### config.mk
export PLATFORM = sky130hd
export DESIGN_NAME = hwf_sv_streamer
export DESIGN_NICKNAME = d
export VERILOG_FILES = /design/src/rtl/svm_pkg.sv /design/src/rtl/sv_addr_gen.sv /design/src/rtl/hwf_sv_streamer.sv
export SDC_FILE = /design/constraint.sdc
export NUM_CORES = 1
export LEC_CHECK = 0
export ABC_AREA = 0
export BUFFER_PORTS_ARGS = -buffer_cell sky130_fd_sc_hd__buf_2
export CORE_MARGIN = 1.5
export CORE_UTILIZATION = 56
export DETAILED_ROUTE_END_ITERATION = 8
export PLACE_DENSITY_LB_ADDON = 0.3
export SLEW_MARGIN = 20
export SYNTH_ARGS = -nofsm -noshare
export SYNTH_HDL_FRONTEND = slang
export SYNTH_HIERARCHICAL = 1
export SYNTH_SLANG_ARGS = --single-unit
export TNS_END_PERCENT = 5
### constraint.sdc
create_clock -name clk -period 7.4 [get_ports clk]
set_clock_uncertainty 0.1 [all_clocks]
set_input_delay 1.48 -clock clk [delete_from_list [all_inputs] [get_ports clk]]
set_output_delay 1.48 -clock clk [all_outputs]
set_load 0.01 [all_outputs]
### src/rtl/svm_pkg.sv
// rtl/svm_pkg.sv - shared constants, state codes and width helpers for the SVM datapath
package svm_pkg;

    localparam int XLEN_PIXEL_DEF    = 8;
    localparam int NUM_OF_PIXELS_DEF = 10;
    localparam int NUM_OF_SV_DEF     = 10;
    localparam int WAIT_MAX_DEF      = 64;

    typedef logic [2:0] state_t;

    localparam state_t ST_IDLE   = 3'd0;
    localparam state_t ST_KRST   = 3'd1;
    localparam state_t ST_STREAM = 3'd2;
    localparam state_t ST_DRAIN  = 3'd3;
    localparam state_t ST_WAIT   = 3'd4;
    localparam state_t ST_ACC    = 3'd5;
    localparam state_t ST_FIN    = 3'd6;

    // Index width for a range of n entries; never narrower than one bit.
    function automatic int idx_w(input int n);
        return (n > 1) ? $clog2(n) : 1;
    endfunction

    // Decision-sum width: kernel value width plus headroom for nsv additions.
    function automatic int result_w(input int xlen, input int nsv);
        return 2 * xlen + $clog2(nsv + 1);
    endfunction

endpackage

### src/rtl/sv_addr_gen.sv
// rtl/sv_addr_gen.sv - pixel/support-vector counters and SV RAM address
module sv_addr_gen
    import svm_pkg::*;
#(
    parameter int NUM_OF_PIXELS = NUM_OF_PIXELS_DEF,
    parameter int NUM_OF_SV     = NUM_OF_SV_DEF,
    parameter int PIX_W         = idx_w(NUM_OF_PIXELS),
    parameter int SV_W          = idx_w(NUM_OF_SV),
    parameter int SVA_W         = idx_w(NUM_OF_SV * NUM_OF_PIXELS)
) (
    input  logic             clk,
    input  logic             rst,
    input  logic             clr,
    input  logic             pix_step,
    input  logic             sv_step,
    output logic [PIX_W-1:0] pix_idx,
    output logic [SV_W-1:0]  sv_idx,
    output logic [SVA_W-1:0] sv_addr,
    output logic             pix_last,
    output logic             sv_last
);

    localparam logic [SVA_W-1:0] PIX_STRIDE = SVA_W'(NUM_OF_PIXELS);

    logic [PIX_W-1:0] pix_idx_q, pix_idx_d;
    logic [SV_W-1:0]  sv_idx_q, sv_idx_d;

    assign pix_last = (pix_idx_q == PIX_W'(NUM_OF_PIXELS - 1));
    assign sv_last  = (sv_idx_q == SV_W'(NUM_OF_SV - 1));

    // Pixel index wraps after the last pixel; SV index only advances between vectors.
    always_comb begin
        pix_idx_d = pix_idx_q;
        sv_idx_d  = sv_idx_q;
        if (clr) begin
            pix_idx_d = '0;
            sv_idx_d  = '0;
        end else begin
            if (pix_step) begin
                pix_idx_d = pix_last ? '0 : pix_idx_q + PIX_W'(1);
            end
            if (sv_step) begin
                sv_idx_d = sv_idx_q + SV_W'(1);
            end
        end
    end

    // Counter registers.
    always_ff @(posedge clk or posedge rst) begin
        if (rst) begin
            pix_idx_q <= '0;
            sv_idx_q  <= '0;
        end else begin
            pix_idx_q <= pix_idx_d;
            sv_idx_q  <= sv_idx_d;
        end
    end

    assign pix_idx = pix_idx_q;
    assign sv_idx  = sv_idx_q;
    assign sv_addr = SVA_W'(sv_idx_q) * PIX_STRIDE + SVA_W'(pix_idx_q);

endmodule

### src/rtl/hwf_sv_streamer.sv
// rtl/hwf_sv_streamer.sv - walks all support vectors through hwf_kernel and sums the results
module hwf_sv_streamer
    import svm_pkg::*;
#(
    parameter int XLEN_PIXEL    = XLEN_PIXEL_DEF,
    parameter int NUM_OF_PIXELS = NUM_OF_PIXELS_DEF,
    parameter int NUM_OF_SV     = NUM_OF_SV_DEF,
    parameter int WAIT_MAX      = WAIT_MAX_DEF,
    localparam int TAW = idx_w(NUM_OF_PIXELS),
    localparam int SAW = idx_w(NUM_OF_SV * NUM_OF_PIXELS),
    localparam int BAW = idx_w(NUM_OF_SV),
    localparam int KW  = 2 * XLEN_PIXEL,
    localparam int RW  = result_w(XLEN_PIXEL, NUM_OF_SV)
) (
    input  logic                  clk,
    input  logic                  rst,
    input  logic                  start,
    output logic [TAW-1:0]        test_addr,
    input  logic [XLEN_PIXEL-1:0] test_rdata,
    output logic [SAW-1:0]        sv_addr,
    input  logic [XLEN_PIXEL-1:0] sv_rdata,
    output logic [BAW-1:0]        bi_addr,
    input  logic [KW-1:0]         bi_rdata,
    output logic                  kernel_rst,
    output logic                  stall_MEM,
    output logic [XLEN_PIXEL-1:0] x_test,
    output logic [XLEN_PIXEL-1:0] x_sv,
    output logic [KW-1:0]         Bi,
    input  logic                  hwf_done,
    input  logic [KW-1:0]         hwf_out,
    output logic                  busy,
    output logic [RW-1:0]         result,
    output logic                  result_valid,
    output logic                  timeout_err
);

    localparam int CW = idx_w(WAIT_MAX);

    state_t         state_q, state_d;
    logic [CW-1:0]  wait_cnt_q, wait_cnt_d;
    logic [KW-1:0]  kval_q, kval_d;
    logic [RW-1:0]  acc_q, acc_d;
    logic [KW-1:0]  bi_q, bi_d;
    logic           bi_load_q, bi_load_d;
    logic           stall_q, stall_d;
    logic           terr_q, terr_d;

    logic           clr, pix_step, sv_step, pix_last, sv_last;

    sv_addr_gen #(
        .NUM_OF_PIXELS(NUM_OF_PIXELS),
        .NUM_OF_SV    (NUM_OF_SV),
        .PIX_W        (TAW),
        .SV_W         (BAW),
        .SVA_W        (SAW)
    ) u_addr_gen (
        .clk     (clk),
        .rst     (rst),
        .clr     (clr),
        .pix_step(pix_step),
        .sv_step (sv_step),
        .pix_idx (test_addr),
        .sv_idx  (bi_addr),
        .sv_addr (sv_addr),
        .pix_last(pix_last),
        .sv_last (sv_last)
    );

    // Sequencing FSM; hwf_done is only looked at in WAIT, so a level left over from the previous SV is harmless.
    always_comb begin
        state_d    = state_q;
        wait_cnt_d = wait_cnt_q;
        kval_d     = kval_q;
        acc_d      = acc_q;
        terr_d     = terr_q;
        clr        = 1'b0;
        pix_step   = 1'b0;
        sv_step    = 1'b0;
        // Bi RAM answers the KRST-cycle address one cycle later.
        bi_load_d  = (state_q == ST_KRST);
        bi_d       = bi_load_q ? bi_rdata : bi_q;
        // RAM data trails the address by one cycle, so stall follows the address phase.
        stall_d    = (state_q != ST_STREAM);
        case (state_q)
            ST_IDLE: begin
                if (start) begin
                    state_d = ST_KRST;
                    clr     = 1'b1;
                    acc_d   = '0;
                    terr_d  = 1'b0;
                end
            end
            ST_KRST: state_d = ST_STREAM;
            ST_STREAM: begin
                pix_step = 1'b1;
                if (pix_last) begin
                    state_d = ST_DRAIN;
                end
            end
            ST_DRAIN: begin
                state_d    = ST_WAIT;
                wait_cnt_d = '0;
            end
            ST_WAIT: begin
                if (hwf_done) begin
                    kval_d  = hwf_out;
                    state_d = ST_ACC;
                end else if (wait_cnt_q == CW'(WAIT_MAX - 1)) begin
                    kval_d  = '0;
                    terr_d  = 1'b1;
                    state_d = ST_ACC;
                end else begin
                    wait_cnt_d = wait_cnt_q + CW'(1);
                end
            end
            ST_ACC: begin
                acc_d = acc_q + RW'(kval_q);
                if (sv_last) begin
                    state_d = ST_FIN;
                end else begin
                    sv_step = 1'b1;
                    state_d = ST_KRST;
                end
            end
            ST_FIN:  state_d = ST_IDLE;
            default: state_d = ST_IDLE;
        endcase
    end

    // State and datapath registers.
    always_ff @(posedge clk or posedge rst) begin
        if (rst) begin
            state_q    <= ST_IDLE;
            wait_cnt_q <= '0;
            kval_q     <= '0;
            acc_q      <= '0;
            bi_q       <= '0;
            bi_load_q  <= 1'b0;
            stall_q    <= 1'b1;
            terr_q     <= 1'b0;
        end else begin
            state_q    <= state_d;
            wait_cnt_q <= wait_cnt_d;
            kval_q     <= kval_d;
            acc_q      <= acc_d;
            bi_q       <= bi_d;
            bi_load_q  <= bi_load_d;
            stall_q    <= stall_d;
            terr_q     <= terr_d;
        end
    end

    assign kernel_rst   = (state_q == ST_KRST);
    assign busy         = (state_q != ST_IDLE) && (state_q != ST_FIN);
    assign result_valid = (state_q == ST_FIN);
    assign result       = acc_q;
    assign timeout_err  = terr_q;
    assign stall_MEM    = stall_q;
    assign Bi           = bi_q;
    assign x_test       = test_rdata;
    assign x_sv         = sv_rdata;

endmodule
# After elaboration in Yosys (flattened, before gate mapping)
# Cells that the tools add are included.
# word_totals
reg_bits	72
latch_bits	0
ramBits	0
romBits	0
in_bits	52
out_inout_bits	72
wordCells	74
memories	0
# op_classes
addsub	5
n_mul	1
div	0
n_lt_le_gt_ge	0
eq_ne	17
shift	0
mux	27
bitwise_logic	0
reduce_logical	14
# op_table
cell	n
$pmux W20 S2	1
$mux W16	2
$add A20 B16 Y20	1
$mux W20	1
$mux W4	5
$pmux W3 S6	1
$mux W3	5
$mux W6	2
$pmux W6 S2	1
$reduce_bool A2 Y1	6
$eq A3 B3 Y1 const B	3
$add A4 B1 Y4 const B	2
$eq A4 B4 Y1 const B	2
$mux W1	8
$ne A2 B2 Y1 const B	4
$add A7 B4 Y7	1
$add A6 B1 Y6 const B	1
$eq A3 B2 Y1 const B	2
$eq A6 B6 Y1 const B	1
$mul A4 B3 Y6 const B	1
$ne A3 B3 Y1 const B	2
$reduce_and A3 Y1	2
$reduce_and A2 Y1	2
$reduce_and A4 Y1	1
7 further kinds	7

# Longest topological paths before layout
# depth
depth_word	5
ltp_mapped	8

# Hierarchy
# Netlist, hierarchy kept.
# modules_own_cells
module	instances	cells_each	area_per_inst_um2
hwf_sv_streamer	1	328	3487.1
sv_addr_gen	1	71	670.6

# Worst setup path after synthesis
# Ideal clock, no wire load.
# synth_timing
kind	reg2out
start	register u_addr_gen.sv_idx_q[1], in the netlist u_addr_gen/sv_idx[1]
end	output sv_addr[6]
t_arrival_ns	1.927
required_ns	5.820
slack_ns	3.893
stages_incl_launch_ff	8
path_buffers	0
path_cell_list	dfrtp_1 ha_1 ha_1 inv_1 fa_1 nand2b_1 a21oi_1 xnor2_1
# synth_via
elab_chain_cells	2
# synth_lines
item	line	source
start, declared	sv_addr_gen.sv:26	logic [SV_W-1:0] sv_idx_q, sv_idx_d;
start signal, assigned	sv_addr_gen.sv:55	sv_idx_q <= sv_idx_d;
$mul A4 B3 Y6	sv_addr_gen.sv:61	assign sv_addr = SVA_W'(sv_idx_q) * PIX_STRIDE + SVA_W'(pix_idx_q);
$add A7 B4 Y7	sv_addr_gen.sv:61	
end, declared	hwf_sv_streamer.sv:20	output logic [SAW-1:0] sv_addr,
# Every way passes these cells.

# Worst setup path after layout
# Ends and elaborated chain as after synthesis.

==> results.json <==
{
  "status": "complete, no violations",
  "setup_viol_count_final": 0,
  "intPower_mw": 1.13,
  "cts_root_buf": "clkbuf_8",
  "start_util_pct": 57.6,
  "fin_area_um2": 4770,
  "synth_area_leaders": "dfrtp_1, ha_1, mux2_2",
  "endpoint_kind": "primary output",
  "cp-start-kind": "flop",
  "arrival_ps": 2510,
  "max_slew.worst_pin.slew_ps": 791,
  "leakage_nw": 2.44,
  "post_cts_resized": 0,
  "cts_buffers": 9,
  "yosys.area.top_type": "dfrtp_1",
  "path_common_cell": "ha_1",
  "yosys-top-cells-count": "dfrtp_1, nand2_1, ha_1, o21ai_0",
  "fin_setup_tns_ps": 0,
  "pin_count": 124,
  "placed_cell_area_um2": 4550,
  "rrSetupSlack_ps": 4790,
  "cp_num_cells": 8,
  "cp-startpoint": "u_addr_gen/sv_idx[1]",
  "yosys_warnings": 6,
  "row_count": 31,
  "crit_chain": "ha_1, ha_1, inv_1, fa_1, nand2b_1, a21oi_1, xnor2_1, buf_2",
  "dp_cells": 561,
  "pre_cts_ws_ps": 3700,
  "path_max_fanout": 8,
  "clk_path_buf_depth": 2,
  "postCtsSetupBuffers": 0,
  "finalPower_mw": 1.89,
  "yosysSeqAreaShare_pct": 43.4,
  "slew_headroom_pct": 47.2,
  "r2r_cells": 8,
  "ctsHtreeMaxLevel": 3,
  "first_iter_violations": 155,
  "drc": 0,
  "peakVddDrop_v": 0.000276,
  "wl_mm": 9.00,
  "layout_min_cycle_time_ps": 4090,
  "cp.required_ps": 5820,
  "synth_edf_count": 0,
  "diodes": 0,
  "cpPeakStageDelay_ps": 490,
  "dr.pass1.iters": 4,
  "gr-usage-all-layers_pct": 23.8,
  "vias_per_cell": 5.69,
  "core_area_um2": 7210,
  "synth.most_common_cell": "dfrtp_1",
  "first_global_vias": 3189,
  "hold_class": "reg2reg",
  "cts_tree": "built",
  "synth_area_um2": 4160,
  "rsz0062_at_grt": "no",
  "clock_latency_ps": 350,
  "dp_hpwl_mm": 6.54,
  "r2r-end": "result[12]",
  "syn_avg_cell_area_um2": 10.4,
  "criticalPathCategory": "reg2out",
  "synth_cell_types": 65,
  "clock_sinks": 72,
  "synth_seq_cells": 72,
  "synth.top_cell.area_share_pct": 42.7,
  "swShare_pct": 40.2,
  "hold_ws_ps": 383,
  "async_flop_share_pct": 100,
  "final-max-slew-violation-count": 0,
  "fin_crit_sh_pct": 55.2,
  "die_width_um": 89.2,
  "utilization_pct": 66.1,
  "die-area_um2": 7950,
  "worst_slack_ps": 3310,
  "antenna_found_initial": 0,
  "seqPwrFrac_pct": 36.4,
  "final_net_count": 556,
  "drtAntennaViolNets": 0,
  "gp_congestion": 0.870,
  "routedWlPerCell_um": 15.6,
  "layout-drive-gt1-share_pct": 30.5,
  "clk_pin_slew_ps": 70,
  "switchingPower_mw": 0.759,
  "synth_cells": 399,
  "crit_buf_inv": 2,
  "slowest_stage": "dfrtp_1",
  "stdcell_count": 577,
  "power_frac_clock_pct": 18.1,
  "syn_to_final_growth_pct": 14.7,
  "p_per_area_nw_per_um2": 396,
  "cts_hold_buffers": 0,
  "routed-via-count": 3286,
  "grt.overflow.total": 0,
  "hold_viol_final": 0,
  "critPathCapture": "sv_addr[6]",
  "maxCapViolCount": 0,
  "grt_pass1_wl_mm": 14.6,
  "grt_max_degree": 65,
  "fmax_mhz": 245,
  "comb_power_share_pct": 45.4,
  "r2r-start": "result[0]",
  "synthFlopType": "dfrtp_1",
  "dieHeight_um": 89.2,
  "crit_family": "adder cells",
  "portBuffers": 91,
  "syn-num-nets": 482
}
registers in the layout, summed over array words and instances (netlist names):
signal              count
stall_MEM               1
result                 20
wait_cnt_q              6
kval_q                 16
u_addr_gen/sv_idx       4
timeout_err             1
Bi                     16
state_q                 3
u_addr_gen/pix_idx      4
bi_load_q               1
routing by layer:
| layer | GRT usage [%] | vias to the layer above | wire (um) |
|---|---|---|---|
| met5 | 0 | - | 0 |
| met4 | 7.97 | 0 | 117 |
| met3 | 4.34 | 13 | 353 |
| met2 | 42.0 | 77 | 4630 |
| met1 | 29.6 | 1621 | 3900 |
| li1 | - | 1575 | - |
placed cells by master (no fill, tap or decap), types with 3 or more instances in the layout:
cell      count
buf_2        91
dfrtp_1      71
nand2_1      41
ha_1         28
o21ai_0      25
a21oi_1      18
mux2_2       18
a22o_1       17
nor2_1       16
inv_1        12
xnor2_1      10
xor2_1       10
clkbuf_8      9
nand3_1       8
and3_1        7
a21o_1        6
o31ai_1       5
o211ai_1      5
nand4_1       4
nand2b_1      4
or2_2         3
nor3b_1       3
a211oi_1      3
o21a_1        3
fa_1          3
nand3b_1      3
cells by family (layout without fill, tap and decap cells):
| family | Yosys count | after routing | synth area share, % |
|---|---|---|---|
| AO/OA/AOI/OAI | 105 | 105 | 17.7 |
| buffers and inverters | 43 | 122 | 6.08 |
| XOR/XNOR | 20 | 20 | 4.21 |
| adder cells (fa/ha/maj) | 31 | 31 | 9.87 |
| flip-flops | 72 | 72 | 43.4 |
| multiplexers | 19 | 19 | 5.12 |
| AND/OR/NAND/NOR | 109 | 109 | 13.6 |
area by class of cell:
| type | instances | area, um^2 |
|---|---|---|
| flip-flops and latches | 72 | 1800 |
| fillers | 624 | 2450 |
| repair buffers | 93 | 470 |
| inverters | 13 | 48.8 |
| clock buffers | 9 | 124 |
| well taps | 99 | 124 |
| multi-input cells | 284 | 2100 |
| clock inverters | 7 | 95.1 |
power by group through the flow:
stage                     registers (mW)  clock network (mW)  logic [mW]
after detailed placement           0.697                   0       0.855
final                              0.688               0.343       0.858
after floorplan                    0.696                   0       0.621
after global placement             0.684                   0       0.831
after CTS                          0.689               0.349       0.864
after global routing               0.716               0.367       0.959
how the worst min path moves through the flow:
| stage | cells past startpoint | from | slack, ps | end |
|---|---|---|---|---|
| floorplan | 1 | wait_cnt_q[2] | 360 | wait_cnt_q[2] |
| global placement | 1 | result[19] | 370 | result[19] |
| detailed placement | 1 | result[19] | 370 | result[19] |
| CTS | 1 | result[19] | 390 | result[19] |
| global route | 1 | result[19] | 410 | result[19] |
| finish | 1 | result[19] | 380 | result[19] |
(Power assumes the default switching activity.)
